`src/rtl/spike_master_pkg.sv`:
```
// Shared types and constants for the spike-event Wishbone master and the neuron core top.
// Latency: n/a (declarations only).
// Backpressure: n/a.
package spike_master_pkg;

  typedef enum logic [1:0] {
    IDLE   = 2'd0,
    EVT_RD = 2'd1,
    SPK_RD = 2'd2,
    DONE   = 2'd3
  } state_t;

  localparam int SYNAPSE_ROW_STRIDE = 32;
  localparam int SPIKE_OUT_WORDS    = 8;

  localparam logic [31:0] DEF_SYNAPSE_BASE   = 32'h3000_0000;
  localparam logic [31:0] DEF_SPIKE_OUT_BASE = 32'h3000_8000;

  // Synapse row for an axon: one row per axon, rows packed at a 32-byte stride.
  function automatic logic [31:0] syn_row_addr(input logic [31:0] base, input logic [7:0] axon);
    return base + ({24'd0, axon} * 32'(SYNAPSE_ROW_STRIDE));
  endfunction

  // k-th 32-bit word of the spike-out block.
  function automatic logic [31:0] spk_word_addr(input logic [31:0] base, input logic [2:0] k);
    return base + {27'd0, k, 2'b00};
  endfunction

endpackage

```
`src/rtl/spike_packet_master_if.sv`:
```
// Wishbone classic bus between the spike packet master and the neuron core slave port.
// Latency: n/a (wires only).
// Backpressure: slave stalls the master by withholding wbm_ack.
// Ports (master view): cyc/stb/we/sel/adr/dat_o out; ack/dat_i in.
interface spike_packet_master_if;
  logic        wbm_cyc;
  logic        wbm_stb;
  logic        wbm_we;
  logic [3:0]  wbm_sel;
  logic [31:0] wbm_adr;
  logic [31:0] wbm_dat_o;
  logic        wbm_ack;
  logic [31:0] wbm_dat_i;

  modport master (
    output wbm_cyc, wbm_stb, wbm_we, wbm_sel, wbm_adr, wbm_dat_o,
    input  wbm_ack, wbm_dat_i
  );

  modport slave (
    input  wbm_cyc, wbm_stb, wbm_we, wbm_sel, wbm_adr, wbm_dat_o,
    output wbm_ack, wbm_dat_i
  );
endinterface

```
`src/rtl/wbm_single_xfer.sv`:
```
// Single Wishbone classic read: raises cyc/stb on start, ends on ack or after TIMEOUT_CYCLES.
// Latency: cyc registered one edge after i_start; o_done pulses the cycle after the ending edge.
// Backpressure: i_start is ignored while a transfer is in flight; the slave stalls via ack.
// Ports: i_clk, i_rst_n (async active-low), i_start/i_addr request, o_done/o_timeout/o_rdata
//        result (one-cycle valid), wbm master modport.
module wbm_single_xfer
  import spike_master_pkg::*;
#(
  parameter int TIMEOUT_CYCLES = 255
) (
  input  logic                   i_clk,
  input  logic                   i_rst_n,
  input  logic                   i_start,
  input  logic [31:0]            i_addr,
  output logic                   o_done,
  output logic                   o_timeout,
  output logic [31:0]            o_rdata,
  spike_packet_master_if.master  wbm
);

  // Counter value on which the transfer is abandoned; cyc is then high for
  // exactly TIMEOUT_CYCLES cycles.
  localparam logic [15:0] LP_TO_LAST = 16'(TIMEOUT_CYCLES - 1);

  logic        r_cyc;
  logic [3:0]  r_sel;
  logic [31:0] r_adr;
  logic [15:0] r_cnt;
  logic        r_done;
  logic        r_timeout;
  logic [31:0] r_rdata;

  always_ff @(posedge i_clk or negedge i_rst_n) begin
    if (!i_rst_n) begin
      r_cyc     <= 1'b0;
      r_sel     <= 4'h0;
      r_adr     <= 32'h0;
      r_cnt     <= 16'h0;
      r_done    <= 1'b0;
      r_timeout <= 1'b0;
      r_rdata   <= 32'h0;
    end else begin
      r_done    <= 1'b0;
      r_timeout <= 1'b0;
      if (r_cyc) begin
        // Ack wins over a timeout landing on the same edge.
        if (wbm.wbm_ack) begin
          r_cyc   <= 1'b0;
          r_sel   <= 4'h0;
          r_adr   <= 32'h0;
          r_done  <= 1'b1;
          r_rdata <= wbm.wbm_dat_i;
        end else if (r_cnt == LP_TO_LAST) begin
          // Abandoned transfer reads as zero so the caller can store it blindly.
          r_cyc     <= 1'b0;
          r_sel     <= 4'h0;
          r_adr     <= 32'h0;
          r_done    <= 1'b1;
          r_timeout <= 1'b1;
          r_rdata   <= 32'h0;
        end else begin
          r_cnt <= r_cnt + 16'd1;
        end
      end else if (i_start) begin
        r_cyc <= 1'b1;
        r_sel <= 4'hF;
        r_adr <= i_addr;
        r_cnt <= 16'h0;
      end
    end
  end

  assign wbm.wbm_cyc   = r_cyc;
  assign wbm.wbm_stb   = r_cyc;
  assign wbm.wbm_we    = 1'b0;
  assign wbm.wbm_sel   = r_sel;
  assign wbm.wbm_adr   = r_adr;
  assign wbm.wbm_dat_o = 32'h0;

  assign o_done    = r_done;
  assign o_timeout = r_timeout;
  assign o_rdata   = r_rdata;

endmodule

```
`src/rtl/spike_packet_master.sv`:
```
// Turns spike events into synapse-row reads and, at image end, reads the 256-bit spike-out vector.
// Latency: cyc rises the edge after accept; min 3 cycles per non-last event; last event adds 8 reads + DONE.
// Backpressure: evt_ready_o is low from the accept edge until the FSM is back in IDLE.
// Ports: wb_clk_i, wb_rst_i (async active-low); evt_valid_i/evt_axon_i/evt_last_i/evt_ready_o
//        event stream; wbm master modport; spike_vec_o/spike_vec_valid_o result; busy_o;
//        timeout_err_o sticky flag cleared by err_clr_i.
module spike_packet_master
  import spike_master_pkg::*;
#(
  parameter logic [31:0] SYNAPSE_BASE   = DEF_SYNAPSE_BASE,
  parameter logic [31:0] SPIKE_OUT_BASE = DEF_SPIKE_OUT_BASE,
  parameter int          TIMEOUT_CYCLES = 255
) (
  input  logic                   wb_clk_i,
  input  logic                   wb_rst_i,
  input  logic                   evt_valid_i,
  input  logic [7:0]             evt_axon_i,
  input  logic                   evt_last_i,
  output logic                   evt_ready_o,
  spike_packet_master_if.master  wbm,
  output logic [255:0]           spike_vec_o,
  output logic                   spike_vec_valid_o,
  output logic                   busy_o,
  output logic                   timeout_err_o,
  input  logic                   err_clr_i
);

  localparam logic [2:0] LP_LAST_WORD = 3'(SPIKE_OUT_WORDS - 1);

  state_t       r_state;
  logic         r_last;
  logic [2:0]   r_k;
  logic [255:0] r_shadow;
  logic [255:0] r_spike_vec;
  logic         r_vec_vld;
  logic         r_busy;
  logic         r_evt_rdy;
  logic         r_to_err;

  logic         w_accept;
  logic         w_start;
  logic [31:0]  w_addr;
  logic         w_done;
  logic         w_to;
  logic [31:0]  w_rdata;

  assign w_accept = r_evt_rdy && evt_valid_i;

  // The next transfer is requested on the same edge the previous one reports
  // done, so the sub-module sees start while cyc is already low: this yields
  // exactly one idle bus cycle between consecutive reads.
  always_comb begin
    w_start = 1'b0;
    w_addr  = 32'h0;
    case (r_state)
      IDLE: begin
        if (w_accept) begin
          w_start = 1'b1;
          w_addr  = syn_row_addr(SYNAPSE_BASE, evt_axon_i);
        end
      end
      EVT_RD: begin
        if (w_done && r_last) begin
          w_start = 1'b1;
          w_addr  = spk_word_addr(SPIKE_OUT_BASE, 3'd0);
        end
      end
      SPK_RD: begin
        if (w_done && (r_k != LP_LAST_WORD)) begin
          w_start = 1'b1;
          w_addr  = spk_word_addr(SPIKE_OUT_BASE, r_k + 3'd1);
        end
      end
      default: ;
    endcase
  end

  wbm_single_xfer #(
    .TIMEOUT_CYCLES(TIMEOUT_CYCLES)
  ) u_xfer (
    .i_clk    (wb_clk_i),
    .i_rst_n  (wb_rst_i),
    .i_start  (w_start),
    .i_addr   (w_addr),
    .o_done   (w_done),
    .o_timeout(w_to),
    .o_rdata  (w_rdata),
    .wbm      (wbm)
  );

  always_ff @(posedge wb_clk_i or negedge wb_rst_i) begin
    if (!wb_rst_i) begin
      r_state     <= IDLE;
      r_last      <= 1'b0;
      r_k         <= 3'd0;
      r_shadow    <= '0;
      r_spike_vec <= '0;
      r_vec_vld   <= 1'b0;
      r_busy      <= 1'b0;
      r_evt_rdy   <= 1'b1;
    end else begin
      r_vec_vld <= 1'b0;
      case (r_state)
        IDLE: begin
          if (w_accept) begin
            r_last    <= evt_last_i;
            r_state   <= EVT_RD;
            r_evt_rdy <= 1'b0;
            r_busy    <= 1'b1;
          end
        end
        EVT_RD: begin
          // The synapse-row data is only a side-effect trigger in the core.
          if (w_done) begin
            if (r_last) begin
              r_k     <= 3'd0;
              r_state <= SPK_RD;
            end else begin
              r_state   <= IDLE;
              r_evt_rdy <= 1'b1;
              r_busy    <= 1'b0;
            end
          end
        end
        SPK_RD: begin
          if (w_done) begin
            // A timed-out word arrives as zero from the transfer unit.
            r_shadow[{r_k, 5'd0} +: 32] <= w_rdata;
            if (r_k == LP_LAST_WORD) begin
              r_state <= DONE;
            end else begin
              r_k <= r_k + 3'd1;
            end
          end
        end
        DONE: begin
          r_spike_vec <= r_shadow;
          r_vec_vld   <= 1'b1;
          r_state     <= IDLE;
          r_evt_rdy   <= 1'b1;
          r_busy      <= 1'b0;
        end
        default: begin
          r_state   <= IDLE;
          r_evt_rdy <= 1'b1;
          r_busy    <= 1'b0;
        end
      endcase
    end
  end

  // Sticky error: a new timeout beats a simultaneous clear.
  always_ff @(posedge wb_clk_i or negedge wb_rst_i) begin
    if (!wb_rst_i) begin
      r_to_err <= 1'b0;
    end else if (w_done && w_to) begin
      r_to_err <= 1'b1;
    end else if (err_clr_i) begin
      r_to_err <= 1'b0;
    end
  end

  assign evt_ready_o       = r_evt_rdy;
  assign spike_vec_o       = r_spike_vec;
  assign spike_vec_valid_o = r_vec_vld;
  assign busy_o            = r_busy;
  assign timeout_err_o     = r_to_err;

endmodule

```
`src/flat_wrapper.sv`:
```
// flat-port wrapper written by rule: the top's interface ports become plain ports
module spike_packet_master_flat import spike_master_pkg::*;
#(
  parameter logic [31:0] SYNAPSE_BASE   = DEF_SYNAPSE_BASE,
  parameter logic [31:0] SPIKE_OUT_BASE = DEF_SPIKE_OUT_BASE,
  parameter int          TIMEOUT_CYCLES = 255
)
  (wb_clk_i, wb_rst_i, evt_valid_i, evt_axon_i, evt_last_i, evt_ready_o, spike_vec_o, spike_vec_valid_o, busy_o, timeout_err_o, err_clr_i, wbm_wbm_cyc, wbm_wbm_stb, wbm_wbm_we, wbm_wbm_sel, wbm_wbm_adr, wbm_wbm_dat_o, wbm_wbm_ack, wbm_wbm_dat_i);
  spike_packet_master_if wbm_i ();
  input  logic wb_clk_i;
  input  logic wb_rst_i;
  input  logic evt_valid_i;
  input  logic [7:0] evt_axon_i;
  input  logic evt_last_i;
  output logic evt_ready_o;
  output logic [255:0] spike_vec_o;
  output logic spike_vec_valid_o;
  output logic busy_o;
  output logic timeout_err_o;
  input  logic err_clr_i;
  output wire logic [$bits(wbm_i.wbm_cyc)-1:0] wbm_wbm_cyc;
  output wire logic [$bits(wbm_i.wbm_stb)-1:0] wbm_wbm_stb;
  output wire logic [$bits(wbm_i.wbm_we)-1:0] wbm_wbm_we;
  output wire logic [$bits(wbm_i.wbm_sel)-1:0] wbm_wbm_sel;
  output wire logic [$bits(wbm_i.wbm_adr)-1:0] wbm_wbm_adr;
  output wire logic [$bits(wbm_i.wbm_dat_o)-1:0] wbm_wbm_dat_o;
  input wire logic [$bits(wbm_i.wbm_ack)-1:0] wbm_wbm_ack;
  input wire logic [$bits(wbm_i.wbm_dat_i)-1:0] wbm_wbm_dat_i;
  assign wbm_wbm_cyc = wbm_i.wbm_cyc;
  assign wbm_wbm_stb = wbm_i.wbm_stb;
  assign wbm_wbm_we = wbm_i.wbm_we;
  assign wbm_wbm_sel = wbm_i.wbm_sel;
  assign wbm_wbm_adr = wbm_i.wbm_adr;
  assign wbm_wbm_dat_o = wbm_i.wbm_dat_o;
  assign wbm_i.wbm_ack = wbm_wbm_ack;
  assign wbm_i.wbm_dat_i = wbm_wbm_dat_i;
  spike_packet_master #(.SYNAPSE_BASE(SYNAPSE_BASE), .SPIKE_OUT_BASE(SPIKE_OUT_BASE), .TIMEOUT_CYCLES(TIMEOUT_CYCLES)) u_core (.wb_clk_i(wb_clk_i), .wb_rst_i(wb_rst_i), .evt_valid_i(evt_valid_i), .evt_axon_i(evt_axon_i), .evt_last_i(evt_last_i), .evt_ready_o(evt_ready_o), .wbm(wbm_i), .spike_vec_o(spike_vec_o), .spike_vec_valid_o(spike_vec_valid_o), .busy_o(busy_o), .timeout_err_o(timeout_err_o), .err_clr_i(err_clr_i));
endmodule
```
`config.mk`:
```
export PLATFORM = sky130hd
export DESIGN_NAME = spike_packet_master_flat
export DESIGN_NICKNAME = d
export VERILOG_FILES = /design/src/rtl/spike_master_pkg.sv /design/src/rtl/spike_packet_master_if.sv /design/src/rtl/wbm_single_xfer.sv /design/src/rtl/spike_packet_master.sv /design/src/flat_wrapper.sv
export SDC_FILE = /design/constraint.sdc
export NUM_CORES = 1
export LEC_CHECK = 0
export ABC_AREA = 0
export CAP_MARGIN = 20
export CORE_AREA = 2 2 213 215
export DETAILED_ROUTE_END_ITERATION = 7
export DIE_AREA = 0 0 215 217
export HOLD_SLACK_MARGIN = 0.03
export MAX_ROUTING_LAYER = met4
export PLACE_DENSITY = 0.78
export SLEW_MARGIN = 20
export SYNTH_ARGS = -nofsm -noshare
export SYNTH_HDL_FRONTEND = slang
export SYNTH_SLANG_ARGS = --single-unit
```
`constraint.sdc`:
```
create_clock -name wb_clk_i -period 3.5 [get_ports wb_clk_i]
set_clock_uncertainty 0.05 [all_clocks]
set_input_delay 0.7 -clock wb_clk_i [delete_from_list [all_inputs] [get_ports wb_clk_i]]
set_output_delay 0.7 -clock wb_clk_i [all_outputs]
set_load 0.02 [all_outputs]
```
==> impl_metrics.toml <==
[critical_path]
path_common_cell = "ha_1"
worstPathMaxFanout = 23
crit_path_max_incr_delay_ps = 850
required_ps = 3940
cp-start-kind = "flop"
path_class = "flop to flop"
cp_cell_sequence = "inv_1 -> ha_1 -> ha_1 -> o31ai_1 -> or4_2 -> buf_12 -> mux2_4"
crit_path_top_delay_cell = "or4_2"
crit_path_end_kind = "flop"
arrival_ps = 3630

[placed_design]
dp_hpwl_mm = 39.9
port_buffers = 325
gp_congestion = 0.832

[timing]
grt_setup_unrepaired = "false"
fmax_mhz = 313
hold_viol = 0
fin_crit_ps = 3190
final.setup.tns_ps = 0
setup_viol = 0
relSlewSlack = 0.266
maxSlewViolCount = 0
worst_hold_slack_ps = 409
fin_crit_sh = 0.913
max_slew.worst_pin.slew_ps = 1090

[grt]
grt_usage = 0.275
grt_remaining_overflow = 0
antenna_found_initial = 4
grt_first_pass_wirelength_mm = 96.7
grt_pass1_vias = 16700
grt_max_degree = 207

[floorplanning]
core.rowCount = 78
initial_core_util = 0.519
die_w_um = 215
die-area_sq_mm = 0.0467
core_sq_mm = 0.0447
io_pins = 377
die_y_um = 217

[synthesis]
ys_warn_count = 0
avgSynthCellArea_sq_um = 10.6
yosys_most_used_dff = "dfrtp_1"
synth-seq-area-share = 0.633
post-synth-top-count-cell = "dfrtp_1"
synth-seq-cells = 587
synthCells = 2193
synth_cell_types = 58
synth_top_area_cell = "dfrtp_1"
yosysTopAreaCellShare = 0.632
syn_area_sq_mm = 0.0232
synth_edf_count = 0
synthArstFlopShare = 1.00
synthTopCellsByCount = "586 x dfrtp_1, 475 x nand2_1, 308 x o21ai_0"
yosys-top-cells-area = "dfrtp_1 63%, nand2_1 7.7%, o21ai_0 6.6%"

[layout]
nNetsFinal = 2514
drive_gt1_frac = 0.102
area_delta_synth_final_pct = 24.1
fillers = 3507

[clock_network]
postCtsSetupBuffers = 0
root_buffer = "clkbuf_16"
cts_sinks = 587
cts.clk_slew.worst_paths_ps = 60
cts_buffer_depth = 3
tritoncts = "done"
htree_levels = 2
insertion_delay_ps = 600
numCtsBuffers = 56

[routing]
first_iter_violations = 1443
wl_mm = 62.2
detail_route.vias_per_cell = 5.48
drc_errors = 0
num_vias = 17000
dr.pass1.iters = 7
wl_per_cell_um = 20.0
ant_nets = 0

[power_and_ir_drop]
vdd_drop_max_mv = 0.443
cellLeakagePower_nw = 13.6
power_density_mw_per_mm2 = 550

[run]
drv_cap = 0

[status]
status = "finished clean"

[worst_hold_path]
min_path_type = "flop to flop"
critical path: cells and delay by family (launching register included):
| family | cells | cell delay [ps] |
|---|---|---|
| buffers and inverters | 2 | 390 |
| multiplexers | 1 | 320 |
| flip-flops | 1 | 450 |
| AND/OR/NAND/NOR | 1 | 850 |
| AO/OA/AOI/OAI | 1 | 310 |
| adder cells (fa/ha/maj) | 2 | 690 |
cells by family (layout without fill, tap and decap cells):
group / count (synthesis) / count (layout) / synth area share
simple gates: 722 / 722 / 0.136
compound gates: 398 / 398 / 0.0977
other cells: 1 / 54 / 0.000162
fa+ha+maj: 8 / 8 / 0.00431
flops: 587 / 587 / 0.633
mux: 107 / 107 / 0.0564
buf+inv: 370 / 631 / 0.0724
metal layers:
layer	GRT usage	vias up	share of wire
met5	-	-	0
met2	0.423	638	0.47
met4	0.120	0	0.043
li1	-	7650	-
met1	0.370	8572	0.43
met3	0.0400	152	0.058
cell type report:
type | count | area [sq um] | area share
flip-flops and latches | 587 | 14700 | 0.510
multi-input cells | 1286 | 7100 | 0.246
repair buffers | 358 | 3600 | 0.125
clock buffers | 83 | 1720 | 0.0595
well taps | 600 | 751 | 0.0260
inverters | 171 | 643 | 0.0223
clock inverters | 19 | 318 | 0.0110
diodes | 3 | 7.51 | 0.000260
placed cells by master (no fill, tap or decap), types with 24 or more instances in the layout:
master | netlist | layout
dfrtp_1 | 586 | 586
nand2_1 | 475 | 474
clkdlybuf4s50_1 | 0 | 324
o21ai_0 | 308 | 308
inv_1 | 169 | 169
nand3_1 | 165 | 165
mux2_2 | 79 | 79
clkbuf_16 | 0 | 58
conb_1 | 1 | 51
a22o_1 | 47 | 47
mux2_4 | 28 | 28
buf_4 | 57 | 24
where the power goes:
group	internal [mW]	leakage (nW)	switching (mW)
logic	0.499	4.44	0.560
clock network	3.97	0.994	2.60
registers	7.08	8.13	1.14
total	11.5	13.6	4.30
path summary, 6_finish.rpt:
check	startpoint	end	slack (ps)	depth (start not counted)
min in group asynchronous	wb_rst_i	u_core.spike_vec_o[123]$_DFFE_PN0P_	600	2
worst min-delay path	u_core.r_shadow[50]$_DFFE_PN0P_	u_core.spike_vec_o[50]$_DFFE_PN0P_	410	2
worst max-delay path	u_core.r_k[1]$_DFFE_PN0P_	u_core.r_shadow[147]$_DFFE_PN0P_	310	7
worst min register to register	u_core.r_shadow[50]$_DFFE_PN0P_	u_core.spike_vec_o[50]$_DFFE_PN0P_	410	2
max in group asynchronous	wb_rst_i	u_core.spike_vec_o[189]$_DFFE_PN0P_	1570	3
worst max register to register	u_core.r_k[1]$_DFFE_PN0P_	u_core.r_shadow[147]$_DFFE_PN0P_	310	7
per-stage QoR:
stage	cells	power [mW]	cell area [sq um]	worst slack, ps	utilization
after floorplan	2243	8.27	23400	876	-
after global placement	3001	9.34	26800	504	0.599
after detailed placement	3001	9.38	26800	335	0.599
after CTS	3104	15.9	28800	364	0.645
after global routing	3107	16.3	28800	260	0.645
final	3107	15.8	28800	306	0.645
sequential cells by signal, indices dropped and copies added (netlist names), 3 cells and up, named ones only:
signal and count:
u_core.u_xfer.o_rdata 32, u_core.u_xfer.wbm.wbm_adr 13, u_core.r_shadow 256, u_core.spike_vec_o 256, u_core.u_xfer.r_cnt 16, u_core.r_k 3
what timing repair did:
item / 4_1_cts / 5_1_grt
endpoints found under the hold margin: 45 / 0
resized for setup: 0 / 0
hold buffers: 1 / 0
Note: power is estimated with default switching activity, not from simulation.
